`config.mk`:
```
export PLATFORM = sky130hd
export DESIGN_NAME = mem_arbiter
export DESIGN_NICKNAME = d
export VERILOG_FILES = /design/src/rtl/mem_arbiter_pkg.sv /design/src/rtl/mem_arbiter_priority_select.sv /design/src/rtl/mem_arbiter.sv
export SDC_FILE = /design/constraint.sdc
export NUM_CORES = 1
export LEC_CHECK = 0
export BUFFER_PORTS_ARGS = -buffer_cell sky130_fd_sc_hd__buf_2
export CAP_MARGIN = 20
export CELL_PAD_IN_SITES_DETAIL_PLACEMENT = 0
export CELL_PAD_IN_SITES_GLOBAL_PLACEMENT = 2
export CORE_ASPECT_RATIO = 1.4
export CORE_MARGIN = 2
export CORE_UTILIZATION = 25
export CTS_CLUSTER_DIAMETER = 80
export CTS_CLUSTER_SIZE = 10
export DETAILED_ROUTE_END_ITERATION = 7
export GPL_TIMING_DRIVEN = 0
export HOLD_SLACK_MARGIN = 0.02
export PLACE_DENSITY_LB_ADDON = 0.1
export SETUP_SLACK_MARGIN = 0.1
export SLEW_MARGIN = 20
export SYNTH_ARGS = -nofsm -noshare
export SYNTH_HDL_FRONTEND = slang
export SYNTH_SLANG_ARGS = --single-unit
```
`constraint.sdc`:
```
create_clock -name i_clk -period 1.65 [get_ports i_clk]
set_input_delay 0.33 -clock i_clk [delete_from_list [all_inputs] [get_ports i_clk]]
set_output_delay 0.33 -clock i_clk [all_outputs]
set_load 0.02 [all_outputs]
```
`src/rtl/mem_arbiter_pkg.sv`:
```
// rtl/mem_arbiter_pkg.sv - shared types and constants for the unified memory arbiter
//
// Contents:
//   arb_state_t  arbiter FSM states (IDLE, WAIT_ACK, RESP), 2-bit encoding
//   FUNCT3_LW    access size driven for instruction fetches (32-bit word)
//   cnt_width()  bits needed to hold a counter value 0..maxv (minimum 1)
package mem_arbiter_pkg;

  typedef enum logic [1:0] {
    ARB_IDLE     = 2'd0,
    ARB_WAIT_ACK = 2'd1,
    ARB_RESP     = 2'd2
  } arb_state_t;

  localparam logic [2:0] FUNCT3_LW = 3'b010;

  function automatic int cnt_width(input int maxv);
    int w;
    w = 1;
    while ((1 << w) <= maxv) w++;
    return w;
  endfunction

endpackage

```
`src/rtl/mem_arbiter_priority_select.sv`:
```
// rtl/mem_arbiter_priority_select.sv - fixed data-first grant selection with fetch starvation override
//
// Ports:
//   inst_req       fetch port has a pending request
//   data_req       data port has a pending request
//   streak_full    data has won STREAK_MAX grants in a row while a fetch waited
//   grant_valid    some port can be granted this cycle
//   grant_is_data  the grant goes to the data port (meaningful with grant_valid)
module arb_priority_select (
  input  logic inst_req,
  input  logic data_req,
  input  logic streak_full,
  output logic grant_valid,
  output logic grant_is_data
);

  assign grant_valid   = inst_req | data_req;
  // Data wins unless a waiting fetch has already been passed over too often.
  assign grant_is_data = data_req & ~(inst_req & streak_full);

endmodule

```
`src/rtl/mem_arbiter.sv`:
```
// rtl/mem_arbiter.sv - shares one memory port between CPU fetch and data ports with a watchdog
//
// Ports:
//   i_clk, i_rst_n                      clock (rising edge), async active-low reset
//   i_inst_req/i_inst_addr              fetch request, held until o_inst_ack
//   o_inst_ack/o_inst_data/o_inst_err   one-cycle fetch completion, word, timeout flag
//   i_data_req/i_data_addr/i_data_wdata
//   i_data_funct3/i_data_rw             load/store request, held until o_data_ack
//   o_data_ack/o_data_rdata/o_data_err  one-cycle data completion, load word, timeout flag
//   o_mem_req/o_mem_addr/o_mem_wdata
//   o_mem_funct3/o_mem_rw               unified memory request, held until ack or timeout
//   i_mem_ack/i_mem_rdata               one-cycle memory ack with read data
module mem_arbiter
  import mem_arbiter_pkg::*;
#(
  parameter int XLEN       = 32,
  parameter int XADDR      = 32,
  parameter int STREAK_MAX = 4,
  parameter int TIMEOUT    = 255
) (
  input  logic             i_clk,
  input  logic             i_rst_n,
  input  logic             i_inst_req,
  input  logic [XADDR-1:0] i_inst_addr,
  output logic             o_inst_ack,
  output logic [XLEN-1:0]  o_inst_data,
  output logic             o_inst_err,
  input  logic             i_data_req,
  input  logic [XADDR-1:0] i_data_addr,
  input  logic [XLEN-1:0]  i_data_wdata,
  input  logic [2:0]       i_data_funct3,
  input  logic             i_data_rw,
  output logic             o_data_ack,
  output logic [XLEN-1:0]  o_data_rdata,
  output logic             o_data_err,
  output logic             o_mem_req,
  output logic [XADDR-1:0] o_mem_addr,
  output logic [XLEN-1:0]  o_mem_wdata,
  output logic [2:0]       o_mem_funct3,
  output logic             o_mem_rw,
  input  logic             i_mem_ack,
  input  logic [XLEN-1:0]  i_mem_rdata
);

  localparam int SW = cnt_width(STREAK_MAX);
  localparam int TW = cnt_width(TIMEOUT);
  localparam logic [SW-1:0] STREAK_CAP = SW'(STREAK_MAX);
  // The watchdog fires on the edge that would take the counter to TIMEOUT.
  localparam logic [TW-1:0] TMO_LAST   = TW'((TIMEOUT > 0) ? TIMEOUT - 1 : 0);
  localparam bit            TMO_EN     = (TIMEOUT > 0);

  arb_state_t       state_q, state_d;
  logic             gnt_data_q, gnt_data_d;
  logic [SW-1:0]    streak_q, streak_d;
  logic [TW-1:0]    timer_q, timer_d;

  logic             mem_req_q, mem_req_d;
  logic [XADDR-1:0] mem_addr_q, mem_addr_d;
  logic [XLEN-1:0]  mem_wdata_q, mem_wdata_d;
  logic [2:0]       mem_funct3_q, mem_funct3_d;
  logic             mem_rw_q, mem_rw_d;

  logic             inst_ack_q, inst_ack_d;
  logic [XLEN-1:0]  inst_data_q, inst_data_d;
  logic             inst_err_q, inst_err_d;
  logic             data_ack_q, data_ack_d;
  logic [XLEN-1:0]  data_rdata_q, data_rdata_d;
  logic             data_err_q, data_err_d;

  logic             grant_valid;
  logic             grant_is_data;
  logic             streak_full;
  logic             timed_out;
  logic [XLEN-1:0]  resp_word;

  assign streak_full = (streak_q == STREAK_CAP);

  arb_priority_select u_priority_select (
    .inst_req      (i_inst_req),
    .data_req      (i_data_req),
    .streak_full   (streak_full),
    .grant_valid   (grant_valid),
    .grant_is_data (grant_is_data)
  );

  always_ff @(posedge i_clk or negedge i_rst_n) begin
    if (!i_rst_n) begin
      state_q      <= ARB_IDLE;
      gnt_data_q   <= 1'b0;
      streak_q     <= '0;
      timer_q      <= '0;
      mem_req_q    <= 1'b0;
      mem_addr_q   <= '0;
      mem_wdata_q  <= '0;
      mem_funct3_q <= '0;
      mem_rw_q     <= 1'b0;
      inst_ack_q   <= 1'b0;
      inst_data_q  <= '0;
      inst_err_q   <= 1'b0;
      data_ack_q   <= 1'b0;
      data_rdata_q <= '0;
      data_err_q   <= 1'b0;
    end else begin
      state_q      <= state_d;
      gnt_data_q   <= gnt_data_d;
      streak_q     <= streak_d;
      timer_q      <= timer_d;
      mem_req_q    <= mem_req_d;
      mem_addr_q   <= mem_addr_d;
      mem_wdata_q  <= mem_wdata_d;
      mem_funct3_q <= mem_funct3_d;
      mem_rw_q     <= mem_rw_d;
      inst_ack_q   <= inst_ack_d;
      inst_data_q  <= inst_data_d;
      inst_err_q   <= inst_err_d;
      data_ack_q   <= data_ack_d;
      data_rdata_q <= data_rdata_d;
      data_err_q   <= data_err_d;
    end
  end

  always_comb begin
    state_d      = state_q;
    gnt_data_d   = gnt_data_q;
    streak_d     = streak_q;
    timer_d      = timer_q;
    mem_req_d    = mem_req_q;
    mem_addr_d   = mem_addr_q;
    mem_wdata_d  = mem_wdata_q;
    mem_funct3_d = mem_funct3_q;
    mem_rw_d     = mem_rw_q;
    // Acks and error flags are single-cycle pulses; read data holds.
    inst_ack_d   = 1'b0;
    inst_err_d   = 1'b0;
    inst_data_d  = inst_data_q;
    data_ack_d   = 1'b0;
    data_err_d   = 1'b0;
    data_rdata_d = data_rdata_q;
    timed_out    = 1'b0;
    resp_word    = '0;

    unique case (state_q)
      ARB_IDLE: begin
        if (grant_valid) begin
          state_d    = ARB_WAIT_ACK;
          gnt_data_d = grant_is_data;
          timer_d    = '0;
          mem_req_d  = 1'b1;
          if (grant_is_data) begin
            mem_addr_d   = i_data_addr;
            mem_wdata_d  = i_data_wdata;
            mem_funct3_d = i_data_funct3;
            mem_rw_d     = i_data_rw;
            // Only count data wins that actually made a fetch wait.
            if (!i_inst_req)       streak_d = '0;
            else if (!streak_full) streak_d = streak_q + 1'b1;
          end else begin
            mem_addr_d   = i_inst_addr;
            mem_wdata_d  = '0;
            mem_funct3_d = FUNCT3_LW;
            mem_rw_d     = 1'b0;
            streak_d     = '0;
          end
        end
      end

      ARB_WAIT_ACK: begin
        timer_d = timer_q + 1'b1;
        // A real ack in the final watchdog cycle still completes normally.
        if (i_mem_ack || (TMO_EN && (timer_q == TMO_LAST))) begin
          timed_out = ~i_mem_ack;
          resp_word = (timed_out || mem_rw_q) ? '0 : i_mem_rdata;
          state_d   = ARB_RESP;
          mem_req_d = 1'b0;
          timer_d   = '0;
          if (gnt_data_q) begin
            data_ack_d   = 1'b1;
            data_rdata_d = resp_word;
            data_err_d   = timed_out;
          end else begin
            inst_ack_d   = 1'b1;
            inst_data_d  = resp_word;
            inst_err_d   = timed_out;
          end
        end
      end

      ARB_RESP: begin
        state_d = ARB_IDLE;
      end

      default: begin
        state_d = ARB_IDLE;
      end
    endcase
  end

  assign o_mem_req    = mem_req_q;
  assign o_mem_addr   = mem_addr_q;
  assign o_mem_wdata  = mem_wdata_q;
  assign o_mem_funct3 = mem_funct3_q;
  assign o_mem_rw     = mem_rw_q;
  assign o_inst_ack   = inst_ack_q;
  assign o_inst_data  = inst_data_q;
  assign o_inst_err   = inst_err_q;
  assign o_data_ack   = data_ack_q;
  assign o_data_rdata = data_rdata_q;
  assign o_data_err   = data_err_q;

endmodule

```
==> results.md <==
* Levels on crit path at 7
* Buffers on Ports at 272
* Clk sinks at 151
* Htree depth at 4
* Status: finished, final reports clean
* Final Non-Filler Cells at 1209
* Vias in the first global route at 5814
* Area of the mapped netlist at 6128 sq um
* WL final at 20740 um
* Slowest CP cell: dfrtp_1
* # DRC at 0
* Fin Setup TNS at 0 ns
* Antenna violations before repair at 3
* First-pass GRT wire length at 32390 um
* Critical path buffer and inverter count at 2
* DRT iter0 DRCs at 229
* Final setup vio count at 0
* Worst skew pair latency at 0.42 ns
* RePlAce Congestion at 0.7499
* CTS max path bufs at 2
* Vias per inst at 4.677
* Reg2Reg Depth at 7
* Hold path depth at 3
* Overall Global Routing Usage at 16.06%
* DIE WIDTH at 136.3 um
* VDD IR max at 0.0007444 V
* Synthesized Nets at 722
* Area share of the largest cell type after synthesis at 61.66%
* Slew Limit Fails at 0
* Post-synth EDFFs at 0
* Final antenna-violating net count at 0
* WP data required at 1.95 ns
* Yosys warns at 0
* Hold Path Class: in2reg
* Top delay family on crit path: flip-flops
* Synthesis-to-layout area growth at 45.24%
* CP Class: reg2reg
* Worst-Margin Slew at 0.5414 ns
* Setup crit end kind: flip-flop
* Period Utilization, post-route at 94.31%
* Worst Path Max Fanout at 10
* Worst-path clk slew at 0.07 ns
* Initial Utilization at 25.47%
* Max-Cap Viols at 0
* DRT Pass-1 Iters at 4
* Core box area at 24060 sq um
* Reg2reg setup slack at 0.09 ns
* Leakage at 4.552 nW
* Arrival time at the worst endpoint at 1.86 ns
* Grt ovf at 0
* Routing usage on met1 at 18.56%
* Final worst clock skew at 0.01269 ns
* Drt wl/cell at 17.16 um
* Most common cell in the netlist: dfrtp_1
* Mean area per synthesized cell at 10.55 sq um
* Routed via count at 5654
* Syn Inst Count at 581
* Final hold vios at 0
* Async S/R FF share, synth at 100.0%
* Clock buffer count from CTS at 17
* Yosys reg bits at 151
* GR Util met2 at 28.06%
* Register area at 3784 sq um
* Cell taking the most area after synthesis: dfrtp_1
* Worst hold slack at 0.1193 ns
* Primary FF master, synth: dfrtp_1
* GR peak layer: met2
* Synth cell count leaders: dfrtp_1, nand2_1, a32o_1
* CTS tree: built
* Yosys cell types at 35
* HPWL Detailed at 15270 um
* Min Clock Period, post-route at 1.556 ns
* Pwr dens at 2013 nW/um^2
* Met3 usage at 5.167%
* CTS Root Cell: clkbuf_16
* Placed cells at 1164
* DIE HEIGHT at 189.3 um
* Ports at 274
* Multi-input logic area at 2215 sq um
* CP cell instances: inv_2 -> ha_4 -> and3_4 -> a21o_4 -> nand2_4 -> buf_6 -> a32o_1
* Layout cells sized above 1 at 43.08%
* Row count at 67
* Pin count of the biggest net entering global routing at 92
* Final net count at 1024
* FMAX at 642.7 MHz
* Tot Pwr at 17.92 mW
* Startpoint Class: flip-flop
* DIE AREA at 25800 sq um
* Sequential cell area fraction in the yosys report at 61.66%
* Rel. slew slack at 63.90%
* Top post-synthesis cells by area: dfrtp_1, a32o_1, nand2_1, a31oi_1, nand3_1
* CP max stage delay at 0.39 ns
* RSZ-0062 raised after global routing: true
* Number of fill cells at 2493
==> path summary, 6_finish.rpt <==
path | startpoint | to
hold reg to reg | o_mem_wdata[0] | o_mem_wdata[0]
min in group asynchronous | i_rst_n | o_mem_addr[31]
hold / removal | i_data_wdata[0] | o_mem_wdata[0]
max in group asynchronous | i_rst_n | o_mem_wdata[12]
setup reg to reg | timer_q[0] | o_inst_data[24]
setup / recovery | timer_q[0] | o_inst_data[24]
==> where the power goes <==
group / internal, mW / switching [mW] / total, mW
logic: 2.83 / 4.92 / 7.76
clock network: 2.18 / 1.81 / 3.99
registers: 5.30 / 0.876 / 6.17
==> tightest hold or removal path: stages <==
cell	delay, ns
buf_2	0.07
nand3_1	0.05
nand2_1	0.06
==> layout by cell type (no fill, tap or decap), drive strengths merged, types with 2 or more instances in the layout <==
cell,netlist,final
buf,28,306
nand2,151,151
dfrtp,151,151
a32o,66,66
nand3,42,42
clkbuf,19,40
nor2,37,37
a31oi,34,34
inv,7,17
o21ai,14,14
and3,5,5
a21oi,4,4
ha,4,4
diode,0,3
nand2b,3,3
nand4,2,2
clkinvlp,0,2
clkinv,0,2
==> metrics by stage <==
step	setup slack, ns	instance area, sq um	util, %
after CTS	0.07787	8740	36.33
after global placement	-2.171	7878	32.74
final	0.09395	8901	37.00
after detailed placement	-0.2482	7915	32.90
after global routing	0.03906	8899	36.99
after floorplan	0.1049	6128	-
==> what timing repair did <==
action,4_1_cts,5_1_grt
cloned,1,1
gates resized for setup,64,43
endpoints found under the setup margin,140,141
hold buffers,1,0
hold endpoints to repair,60,0
pin swaps,1,5
setup buffers,4,3
==> cell type report <==
type,count,area share (%)
Antenna cell,3,0.08434
Buffer,47,4.301
Clock buffer,17,4.779
Clock inverter,15,1.968
Inverter,7,0.2952
Multi-Input combinational cell,376,24.88
Sequential cell,151,42.51
Tap cell,310,4.358
Timing Repair Buffer,283,16.83
==> per-layer routing <==
layer	part of all wire [%]	wire length, um
met1	40	8297
met2	52	10710
met3	6.9	1441
met4	1.4	293
met5	0	0
==> kinds of logic after synthesis <==
family	share of synthesized area, %
buf+inv	3.757
compound gates	16.58
fa+ha+maj	0.8167
xor+xnor	0.1429
simple gates	17.05
flops	61.66
==> sequential cells by signal, indices dropped and copies added, names as in the netlist <==
| name | cells |
|---|---|
| timer_q | 8 |
| o_data_rdata | 32 |
| streak_q | 3 |
| gnt_data_q | 1 |
| state_q | 2 |
| o_mem_req | 1 |
| o_data_ack | 1 |
| o_inst_ack | 1 |
| o_inst_err | 1 |
| o_mem_addr | 32 |
| o_mem_funct3 | 3 |
| o_inst_data | 32 |
| o_mem_rw | 1 |
| o_data_err | 1 |
| o_mem_wdata | 32 |
Power figures use the tool's default switching activity.
